--- src/rtl/reg_wr_arb.sv ---
// reg_wr_arb: four requesters compete for one shared N-bit register.
// The winner's data slice is loaded into q_N on its grant edge. A grant is
// followed by HOLD idle cycles before the next grant can be issued.
//
// Build option: define REG_WR_ARB_FIXED_PRI_EN for fixed priority
// (requester 0 highest). When it is undefined, a round-robin pointer is used.
//
// Ports:
//   clk    system clock, rising edge
//   rst    synchronous active-high reset
//   en     grant enable; while low, no new grant is issued
//   req    level request per requester (bit i = requester i)
//   d_in   requester data, slice i at [i*N +: N]
//   gnt    registered one-hot grant, 1-cycle pulse
//   q_N    shared register contents
//   q_vld  1-cycle pulse; q_N was updated this cycle
//   busy   high whenever the FSM is not idle
module reg_wr_arb #(
  parameter int unsigned N    = 32,
  parameter int unsigned HOLD = 0
) (
  input  logic           clk,
  input  logic           rst,
  input  logic           en,
  input  logic [3:0]     req,
  input  logic [4*N-1:0] d_in,
  output logic [3:0]     gnt,
  output logic [N-1:0]   q_N,
  output logic           q_vld,
  output logic           busy
);

  typedef enum logic [1:0] {S_IDLE, S_WRITE, S_HOLD} state_t;

  state_t         state_q, state_d;
  logic [3:0]     cnt_q, cnt_d;
  logic [3:0]     gnt_d;
  logic [N-1:0]   q_d;
  logic           q_vld_d;
  logic           busy_d;
  logic           found;
  logic [1:0]     win;
`ifndef REG_WR_ARB_FIXED_PRI_EN
  logic [1:0]     ptr_q, ptr_d;
`endif

  // Winner search over the current request vector
  always_comb begin
    found = 1'b0;
    win   = 2'd0;
`ifdef REG_WR_ARB_FIXED_PRI_EN
    // Scan from the lowest priority up, so requester 0 overrides the rest
    for (int i = 3; i >= 0; i--) begin
      if (req[i]) begin
        found = 1'b1;
        win   = 2'(i);
      end
    end
`else
    // Scan starts at the pointer and wraps modulo 4
    for (int i = 0; i < 4; i++) begin
      if (!found && req[2'(ptr_q + 2'(i))]) begin
        found = 1'b1;
        win   = 2'(ptr_q + 2'(i));
      end
    end
`endif
  end

  // Next-state and next-output logic
  always_comb begin
    state_d = state_q;
    cnt_d   = cnt_q;
    gnt_d   = 4'd0;
    q_vld_d = 1'b0;
    q_d     = q_N;
`ifndef REG_WR_ARB_FIXED_PRI_EN
    ptr_d   = ptr_q;
`endif
    case (state_q)
      S_IDLE: begin
        if (en && found) begin
          state_d = S_WRITE;
          gnt_d   = 4'b0001 << win;
          q_vld_d = 1'b1;
          q_d     = d_in[32'(win)*N +: N];
`ifndef REG_WR_ARB_FIXED_PRI_EN
          ptr_d   = win + 2'd1;
`endif
        end
      end
      S_WRITE: begin
        if (HOLD > 0) begin
          state_d = S_HOLD;
          cnt_d   = 4'(HOLD - 1);
        end else begin
          state_d = S_IDLE;
        end
      end
      S_HOLD: begin
        // Counter holds the number of HOLD cycles still to come
        if (cnt_q == 4'd0) begin
          state_d = S_IDLE;
        end else begin
          cnt_d = cnt_q - 4'd1;
        end
      end
      default: state_d = S_IDLE;
    endcase
    busy_d = (state_d != S_IDLE);
  end

  // State and registered outputs
  always_ff @(posedge clk) begin
    if (rst) begin
      state_q <= S_IDLE;
      cnt_q   <= 4'd0;
      gnt     <= 4'd0;
      q_N     <= '0;
      q_vld   <= 1'b0;
      busy    <= 1'b0;
`ifndef REG_WR_ARB_FIXED_PRI_EN
      ptr_q   <= 2'd0;
`endif
    end else begin
      state_q <= state_d;
      cnt_q   <= cnt_d;
      gnt     <= gnt_d;
      q_N     <= q_d;
      q_vld   <= q_vld_d;
      busy    <= busy_d;
`ifndef REG_WR_ARB_FIXED_PRI_EN
      ptr_q   <= ptr_d;
`endif
    end
  end

endmodule

--- config.mk ---
export PLATFORM = sky130hd
export DESIGN_NAME = reg_wr_arb
export DESIGN_NICKNAME = d
export VERILOG_FILES = /design/src/rtl/reg_wr_arb.sv
export SDC_FILE = /design/constraint.sdc
export NUM_CORES = 1
export LEC_CHECK = 0
export CAP_MARGIN = 20
export CORE_MARGIN = 2
export CORE_UTILIZATION = 40
export DETAILED_ROUTE_END_ITERATION = 6
export PLACE_DENSITY = 0.86
export SYNTH_ARGS = -nofsm -noshare
export SYNTH_HDL_FRONTEND = slang
export SYNTH_SLANG_ARGS = --single-unit
--- constraint.sdc ---
create_clock -name clk -period 2.47 [get_ports clk]
set_input_delay 0.3705 -clock clk [delete_from_list [all_inputs] [get_ports clk]]
set_output_delay 0.3705 -clock clk [all_outputs]
set_load 0.02 [all_outputs]
[After elaboration in Yosys (flattened, before gate mapping)]
Cells that the tools add are included.
Operators by class
  equal/unequal tests: 1
  $lt $le $gt $ge: 4
  bitwise logic cells: 3
  add/subtract/negate cells: 5
  shift operators: 2
  multiplexer cells: 20
  reduce and logical (&&, ||, !) cells: 14
Operators by type and width (number)
  $shiftx 128x8->32: 1
  $lt 2x3->1 const B: 4
  $mux 2: 6
  $mux 1: 9
  $bmux 1 s2: 4
  $add 2x1->2 const B: 2
  $add 2x2->2 const B: 2
  $logic_and 1x1->1: 4
  $logic_not 4->1: 1
  $pmux 2 s2: 1
  $reduce_and 2->1: 2
  $shl 1x2->4 const A: 1
  $sub 4x1->4 const B: 1
  $logic_not 1->1: 3
  $not 1->1: 3
  $reduce_or 3->1: 1
  $eq 2x2->1 const B: 1
  $logic_not 2->1: 1
  $reduce_bool 2->1: 1
  $reduce_or 2->1: 1
Word-level totals
  output and inout port bits: 38
  register bits: 46
  word-level logic and storage cells: 56
  bits of input ports: 135

[Longest topological paths before layout]
  depth in word-level cells: 16
  mapped depth: 7

[Worst setup path before layout]
No wires, ideal clock.
  path kind: in2reg
  start: input req[0]
  end: register q_N[10]
  data required time: 2.342 ns
  stages on the path: 7
  library setup time: 0.128 ns
  buffers on the path: 2
  data arrival time: 1.525 ns
  slack: 0.818 ns
  cells stage by stage: or4_4 -> nand3_2 -> inv_1 -> nand2b_1 -> buf_4 -> buf_2 -> o211ai_1
Between the ends
  cells in the longest elaborated chain, start to end: 14
Ends and longest elaborated chain
  from (decl): line 25  | input logic [3:0] req,
  branches (longest 14 deep; another with $bmux 1 s2)
  to (signal assigned): line 129  | q_N <= q_d;
  to (decl): line 28  | output logic [N-1:0] q_N,
Several ways; the timed one is not identified. The select of a mux whose other input is x is not followed.
A chain may end at the register's enable or synchronous reset.

[Worst setup path after layout]
  start: input en
  end: register q_N[4]
Between the ends
  cells in the longest elaborated chain, start to end: 2
Ends and longest elaborated chain
  from (decl): line 24  | input logic en,
  $logic_and 1x1->1: line 82  | if (en && found) begin
  $reduce_and 2->1 (no line)
Every way passes these cells.

==> reports/metrics.yaml <==
sta:
  fin_skew_ps: 10.10
  relSlewSlack_pct: 67.29
  rsz0062_at_grt: "false"
  finalCritPeriodShare_pct: 81.94
  whs_ps: 483.6
  fin_setup_tns_ps: 0
  setup_viol: 0
  worstMarginPinSlew_ps: 490.7
  fin_crit_ps: 2024
  drv_slew: 0
  max_freq_ghz: 0.4941
  hold_viol: 0
  fin_ws_ps: 446.1
finish:
  fillers: 549
  nets: 615
  num_antenna_cells: 0
  fin_cells: 560
  multi_input_area_mm2: 0.001637
  regArea_um2: 920.9
  final_layout_size_suffix_gt1_share_pct: 6.042
  syn_to_final_growth_pct: 70.70
synthesis:
  synth.area.mux_share_pct: 11.74
  yosys_warnings: 0
  synth_top_family_by_area: "compound AO/OA/AOI/OAI gates"
  synthAdderAreaFrac_pct: 0.4585
  yosys.area.top_type_share_pct: 33.75
  syn_inst: 317
  netlist-cell-type-count: 37
  ys_top_cells_by_count: "dfxtp_1, nand2_1, and3_1, mux2i_1, o211ai_1"
  synth-edff-count: 0
  ys_async_sr_fraction_pct: 0
  synth-simple-area-share_pct: 18.29
  seq_area_frac_synth_pct: 33.75
  synth_most_common_cell: "dfxtp_1"
  synth_ff_type: "dfxtp_1"
  syn-cell-area_mm2: 0.002729
  avgSynthCellArea_um2: 8.608
  synth_compound_area_share_pct: 28.20
  ys_ff_latch: 46
  syn_nets: 453
  synth_area_leaders: "dfxtp_1, mux2i_1, o211ai_1, a21boi_0, and3_1"
  synth_area_leader_cell: "dfxtp_1"
  synth_xor_area_share_pct: 1.284
power:
  intPower_mw: 1.709
  pwr-share-seq_pct: 35.8
  switching_share_pct: 28.09
  clkPwrFrac_pct: 29.2
  pwr-share-comb_pct: 35.0
  max-vdd-ir-drop_uv: 360.2
  switchingPower_uw: 667.6
  leakage_nw: 1.801
  powerDensity_mw_per_mm2: 510.1
drt:
  drc: 0
  dr_total_vias: 2969
  initialDrtViolationCount: 85
  wl_per_cell_um: 15.68
  vias_per_cell: 5.302
  dr.pass1.iters: 4
  ant_nets: 0
  wl_um: 8778
grt:
  grt_pass1_vias: 3006
  grt-ovfl-total: 0
  grtUsageTotal_pct: 23.52
  grt_pass1_wl_um: 13990
  grt_start_max_net_pins: 65
  antenna_found_initial: 0
floorplan:
  io_pins: 173
  dieArea_mm2: 0.007499
  num_rows: 30
  die_x_um: 86.60
  die_h_um: 86.60
  initial_core_util_pct: 40.84
  core_mm2: 0.006681
placed_design:
  dpl.hpwl_um: 6672
  post-place-cells: 552
  gp_congestion: 0.8065
  post-place-ws_ps: 139.9
  place.port_buffers: 172
clock_network:
  clock-root-buffer: "clkbuf_8"
  cts-buffers-inserted: 5
  h-tree-depth: 2
  ctsResizeCount: 0
  postCtsSetupRepairBufs: 0
  clk_pin_slew_ps: 100
  cts_tree: "built"
  hold_buffers: 0
  clock_latency_ps: 300
  clock_path_buffers: 2
  clock-sinks: 46
critical_path:
  worstPathRequired_ps: 2700
  path_max_fanout: 34
  path_cells: "clkdlybuf4s50_1 -> nor3b_1 -> nand3_2 -> a2111oi_4 -> buf_12 -> o21ai_0 -> o211ai_1"
  start_kind: "input port"
  path_class: "in -> reg"
  crit_path_end_kind: "flop"
  slowest_stage: "clkdlybuf4s50_1"
  cp.arrival_ps: 2250
  cp_top_family: "buffers and inverters"
  path_buf_inv: 2
  slowest_delay_ps: 450
run_status:
  status: "completed"
job:
  max_cap_viol_count: 0
hold_path:
  hold_class: "reg -> reg"
[cells in the final DEF (no fill, tap or decap), drive strengths merged, types with 3 or more instances in the layout]
master / Yosys / final
a211oi: 4 / 4
a21oi: 4 / 4
nor2b: 3 / 3
nand2: 35 / 35
dfxtp: 46 / 46
mux2i: 32 / 32
buf: 16 / 8
nor2: 10 / 10
nand2b: 4 / 4
inv: 7 / 7
o211ai: 32 / 32
and2: 3 / 3
o21ai: 33 / 33
clkdlybuf4s50: 0 / 172
a21boi: 32 / 32
and3: 32 / 32
clkbuf: 9 / 6
[metal layers]
metal | vias up | GRT usage, % | share of wire (%)
li1 | 1470 | - | -
met1 | 1368 | 26.15 | 38
met2 | 115 | 44.27 | 54
met3 | 16 | 5.714 | 5.8
met4 | 0 | 6.392 | 2.0
met5 | - | 0 | 0
[worst register-to-register path, cell delays in order, from the launching register on]
cell      delay (ps)
dfxtp_1          540
nand2_2          120
a211o_4          550
and3_1           280
o21ai_0          180
o211ai_1         110
[power groups by stage]
stage               Combinational [mW]  Sequential, mW  Clock (mW)
finish                           0.832           0.851       0.693
global route                     0.895           0.859       0.734
CTS                              0.837           0.851       0.706
detailed placement               0.833           0.868           0
global placement                 0.817           0.865           0
floorplan                        0.333           0.944           0
[layout make-up]
cell class	count	share of cell area, %
well taps	80	2.149
multi-input cells	239	35.13
inverters	7	0.5641
repair buffers	180	39.32
clock buffers	6	1.773
clock inverters	2	1.289
flip-flops and latches	46	19.77
[metrics by stage]
stage / util (%) / power (mW) / area (µm²)
CTS: 69.72 / 2.395 / 4658
global route: 69.72 / 2.489 / 4658
floorplan: - / 1.277 / 2729
finish: 69.72 / 2.376 / 4658
global placement: 67.58 / 1.682 / 4516
detailed placement: 67.58 / 1.701 / 4516
[logic make-up after synthesis]
kind of cell / after synthesis
AO/OA/AOI/OAI: 109
AND/OR/NAND/NOR: 93
flip-flops: 46
buffers and inverters: 32
multiplexers: 32
XOR/XNOR: 4
adder cells (fa/ha/maj): 1
[worst paths after layout]
| check | from | end | slack (ps) | depth (start not counted) |
|---|---|---|---|---|
| setup / recovery | en | q_N[4] | 450 | 7 |
| hold / removal | q_N[3] | q_N[3] | 480 | 2 |
| setup reg to reg | ptr_q[1] | q_N[4] | 570 | 5 |
| hold reg to reg | q_N[3] | q_N[3] | 480 | 2 |
[sequential cells by signal, indices dropped and copies added (netlist names)]
signal / flops
gnt: 4
q_vld: 1
busy: 1
state_q: 2
q_N: 32
cnt_q: 4
ptr_q: 2
Power figures use the tool's default switching activity.
